===== src/rtl/latsnq_bank_ctrl.sv =====
// Sequencer for a latch-row bank: turns write/preset requests into non-overlapping setup/enable/hold and set phases.
// Latency: a write takes PULSE_CYC+2 cycles after the handshake and a preset takes SET_CYC+1; done is raised in the last of those cycles.
// Backpressure: req_ready is high only in IDLE, and requests are ignored while a sequence is in flight.
module latsnq_bank_ctrl #(
  parameter int NUM_ROWS  = 8,
  parameter int AW        = 3,
  parameter int DW        = 8,
  parameter int PULSE_CYC = 2,
  parameter int SET_CYC   = 3
) (
  input  logic                CLK,
  input  logic                RN,
  input  logic                req_valid,
  output logic                req_ready,
  input  logic                req_op,
  input  logic [AW-1:0]       req_addr,
  input  logic [DW-1:0]       req_data,
  output logic [DW-1:0]       lat_d,
  output logic [NUM_ROWS-1:0] lat_e,
  output logic                lat_setn,
  output logic                done,
  output logic                err
);

  localparam int MAX_CYC = (PULSE_CYC > SET_CYC) ? PULSE_CYC : SET_CYC;
  localparam int CW      = $clog2(MAX_CYC + 1);
  localparam logic [CW-1:0] PULSE_LD = CW'(PULSE_CYC - 1);
  localparam logic [CW-1:0] SET_LD   = CW'(SET_CYC - 1);
  localparam logic [AW:0]   ROWS     = (AW + 1)'(NUM_ROWS);

  typedef enum logic [2:0] {
    S_IDLE, S_SETUP, S_OPEN, S_HOLD, S_PRESET, S_RECOV
  } state_t;

  typedef struct packed {
    logic                ready;
    logic [NUM_ROWS-1:0] e;
    logic                setn;
    logic [DW-1:0]       d;
    logic                done;
    logic                err;
  } outs_t;

  state_t        state_q, state_nxt;
  logic [CW-1:0] cnt_q, cnt_nxt;
  logic [AW-1:0] addr_q;
  logic          boot_q;
  outs_t         out_q, out_nxt;
  logic          accept;
  logic          addr_bad;

  assign accept   = (state_q == S_IDLE) && req_valid;
  assign addr_bad = ({1'b0, addr_q} >= ROWS);

  // boot_q marks a reset-initiated preset so its RECOV cycle stays silent.
  always_ff @(posedge CLK or negedge RN) begin
    if (!RN) begin
      state_q <= S_PRESET;
      cnt_q   <= SET_LD;
      addr_q  <= '0;
      boot_q  <= 1'b1;
      out_q   <= '0;
    end else begin
      state_q <= state_nxt;
      cnt_q   <= cnt_nxt;
      out_q   <= out_nxt;
      if (accept) addr_q <= req_addr;
      if (state_q == S_RECOV) boot_q <= 1'b0;
    end
  end

  always_comb begin
    state_nxt = state_q;
    cnt_nxt   = cnt_q;
    case (state_q)
      S_IDLE: begin
        if (accept) begin
          if (req_op) begin
            state_nxt = S_PRESET;
            cnt_nxt   = SET_LD;
          end else begin
            state_nxt = S_SETUP;
          end
        end
      end
      S_SETUP: begin
        state_nxt = S_OPEN;
        cnt_nxt   = PULSE_LD;
      end
      S_OPEN: begin
        if (cnt_q == '0) state_nxt = S_HOLD;
        else             cnt_nxt   = cnt_q - CW'(1);
      end
      S_HOLD:  state_nxt = S_IDLE;
      S_PRESET: begin
        if (cnt_q == '0) state_nxt = S_RECOV;
        else             cnt_nxt   = cnt_q - CW'(1);
      end
      S_RECOV: state_nxt = S_IDLE;
      default: state_nxt = S_IDLE;
    endcase
  end

  // Outputs are computed from the next state so every pin comes straight from a flop.
  always_comb begin
    out_nxt       = out_q;
    out_nxt.ready = (state_nxt == S_IDLE);
    out_nxt.e     = '0;
    out_nxt.setn  = (state_nxt != S_PRESET);
    out_nxt.done  = (state_nxt == S_HOLD) || ((state_nxt == S_RECOV) && !boot_q);
    out_nxt.err   = (state_nxt == S_HOLD) && addr_bad;
    if (state_nxt == S_OPEN) begin
      for (int i = 0; i < NUM_ROWS; i++) begin
        out_nxt.e[i] = (addr_q == AW'(i));
      end
    end
    if (accept && !req_op) out_nxt.d = req_data;
  end

  assign req_ready = out_q.ready;
  assign lat_e     = out_q.e;
  assign lat_setn  = out_q.setn;
  assign lat_d     = out_q.d;
  assign done      = out_q.done;
  assign err       = out_q.err;

endmodule


===== config.mk =====
export PLATFORM = sky130hd
export DESIGN_NAME = latsnq_bank_ctrl
export DESIGN_NICKNAME = d
export VERILOG_FILES = /design/src/rtl/latsnq_bank_ctrl.sv
export SDC_FILE = /design/constraint.sdc
export NUM_CORES = 1
export LEC_CHECK = 0
export ABC_AREA = 1
export BUFFER_PORTS_ARGS = -buffer_cell sky130_fd_sc_hd__buf_4
export CAP_MARGIN = 25
export CORE_MARGIN = 5
export CORE_UTILIZATION = 45
export CTS_CLUSTER_SIZE = 14
export DETAILED_ROUTE_END_ITERATION = 16
export PLACE_DENSITY = 0.71
export SLEW_MARGIN = 20
export SYNTH_ARGS = -nofsm -noshare
export SYNTH_HDL_FRONTEND = slang
export SYNTH_SLANG_ARGS = --single-unit

===== constraint.sdc =====
create_clock -name CLK -period 2 [get_ports CLK]
set_input_delay 0.1 -clock CLK [delete_from_list [all_inputs] [get_ports CLK]]
set_output_delay 0.1 -clock CLK [all_outputs]
set_load 0.02 [all_outputs]

==> flow_metrics.tcl <==
set metrics [dict create \
    syn2layout_area_growth_pct 32.8 \
    core_area_sq_um 2690 \
    cts.sinks 28 \
    cts_tree "yes" \
    numCtsBuffers 3 \
    fin_tns_setup_ps 0 \
    final_cell_mix "nand2_1 (48), buf_4 (33), dfrtp_1 (25)" \
    drc 0 \
    rsz0062_at_grt "no" \
    first_iter_violations 11 \
    antenna_cells 0 \
    worst_slack_ps 569 \
    grt_pass1_wl_um 4430 \
    wl_per_cell_um 11.7 \
    viasPerCell 4.75 \
    grt_usage_pct 13.6 \
    endpoint_kind "flip-flop" \
    synth_nets 153 \
    ys_seq_elements 28 \
    start_util_pct 45.8 \
    critPathLaunchType "flip-flop" \
    total_power_uw 2290 \
    ys_types 18 \
    grt_pass1_vias 1052 \
    stdcell_count 214 \
    period_share_pct 71.5 \
    gp_congestion 0.817 \
    syn_area_sq_um 1230 \
    cellLeakagePower_uw 0.000900 \
    io_pins 35 \
    cts-root-buf "clkbuf_4" \
    finalHoldViolations 0 \
    hold_class "input pin to flip-flop" \
    antenna_found_initial 0 \
    syn_avg_cell_area_sq_um 8.99 \
    ctsHtreeMaxLevel 1 \
    ant_nets 0 \
    dpl_worst_slack_ps 590 \
    layout.nets 200 \
    synth.area.top_cells "dfrtp_1 (51%), nand2_1 (15%), dfstp_2 (6.4%)" \
    ir_drop_mv 0.920 \
    post_cts_buffers 0 \
    post-dp-hpwl_um 1710 \
    yosys_warnings 0 \
    clock_latency_ps 320 \
    drt_wl_total_um 2510 \
    drive_gt1_share_pct 26.2 \
    synth_top_area_share_pct 50.8 \
    crit_arrival_ps 1690 \
    placed_cells 199 \
    max-cap-violations 0 \
    slew_violations 0 \
    fmax_ghz 0.699 \
    crit_fanout 12 \
    layout_commonest_cell "nand2_1" \
    syn_inst 137 \
    seq_area_frac_synth_pct 57.2 \
    yosysTopAreaCell "dfrtp_1" \
    final.fill_count 233 \
    crit_type "flip-flop to flip-flop" \
    fin_skew_ps 6.65 \
    floorplan.rows 19 \
    dieArea_sq_um 3880 \
    status "complete, no violations" \
    path_clk_slew_ps 150 \
    overflow 0 \
    grt_max_degree 29 \
    power_density_nw_per_um2 1400 \
    final_util_pct 60.9 \
    clockBufferDepth 2 \
    setup_viol 0 \
    chipHeight_um 62.3 \
    firstDrtPassIters 4 \
    layout_min_cycle_time_ps 1430 \
    cp.required_ps 2260 \
    die_w_um 62.3 \
    num_vias 1016 \
    portBuffers 33 \
]
## flip-flops by register name, summed over array words and instances, names as in the netlist
name	count
boot_q	1
lat_e	8
done	1
state_q	3
lat_setn	1
req_ready	1
cnt_q	2
lat_d	8
addr_q	3
## cell type report
type / count / area, sq um / area share (%)
inverter: 16 / 60.1 / 3.67
clock buffer: 4 / 26.3 / 1.61
timing repair buffer: 44 / 358 / 21.9
tap: 31 / 38.8 / 2.37
sequential: 28 / 704 / 43.1
multi-input combinational: 91 / 448 / 27.4
## critical path, stage by stage, from the launching register on
cell and delay, ps:
dfstp_2 590, inv_1 130, nand2_4 120, nor2_8 50
nand2_4 150, nand3_2 190, nor2_1 150
## synthesized netlist by cell type (all sizes together)
library cell,n
buf,2
dfrtp,25
dfstp,3
nand3b,1
o21ai,6
nand3,17
ha,1
inv,16
nand2,50
o31ai,1
conb,1
nor2,14
## power by group
part	total [uW]	internal (uW)	switching, uW
clock network	238	78.0	160
registers	926	779	147
logic	1120	444	680
total	2290	1300	987
## stage by stage
stage | hold WS (ps) | instance area [sq um]
final | 0.679 | 1640
after global routing | 2.60 | 1640
after CTS | 1.20 | 1640
after detailed placement | 38.0 | 1500
after global placement | 30.3 | 1500
after floorplan | -196 | 1230
## cell families (layout without fill, tap and decap cells)
| kind of cell | after synthesis | after routing | synth area share, % |
|---|---|---|---|
| AOI/OAI and AO/OA | 7 | 7 | 3.05 |
| other | 1 | 1 | 0.305 |
| adders and majority gates | 1 | 1 | 1.02 |
| and+or+nand+nor | 82 | 82 | 32.0 |
| DFF | 28 | 28 | 57.2 |
| buffers and inverters | 18 | 64 | 6.40 |
## timing repair
item                                   in CTS  in global routing
hold buffers                               11                  0
gates resized for setup                     0                  0
endpoints found under the hold margin      38                  0
## final timing paths
path / startpoint / endpoint / slack, ps / cells after the start
max: state_q[2] / lat_e[5] / 570 / 6
min: req_addr[0] / addr_q[0] / 0.7 / 3
max reg2reg: state_q[2] / lat_e[5] / 570 / 6
min reg2reg: boot_q / boot_q / 470 / 2
max in group asynchronous: RN / state_q[2] / 1480 / 2
min in group asynchronous: RN / addr_q[1] / 200 / 2
## metal layers
metal / up-vias / part of all wire [%] / global-route usage (%)
met5: - / 0 / 0
met4: 0 / 0.48 / 3.98
met3: 2 / 5.8 / 3.06
met2: 23 / 50 / 24.1
met1: 475 / 44 / 16.3
li1: 516 / - / -
Note: power is estimated with default switching activity, not from simulation.
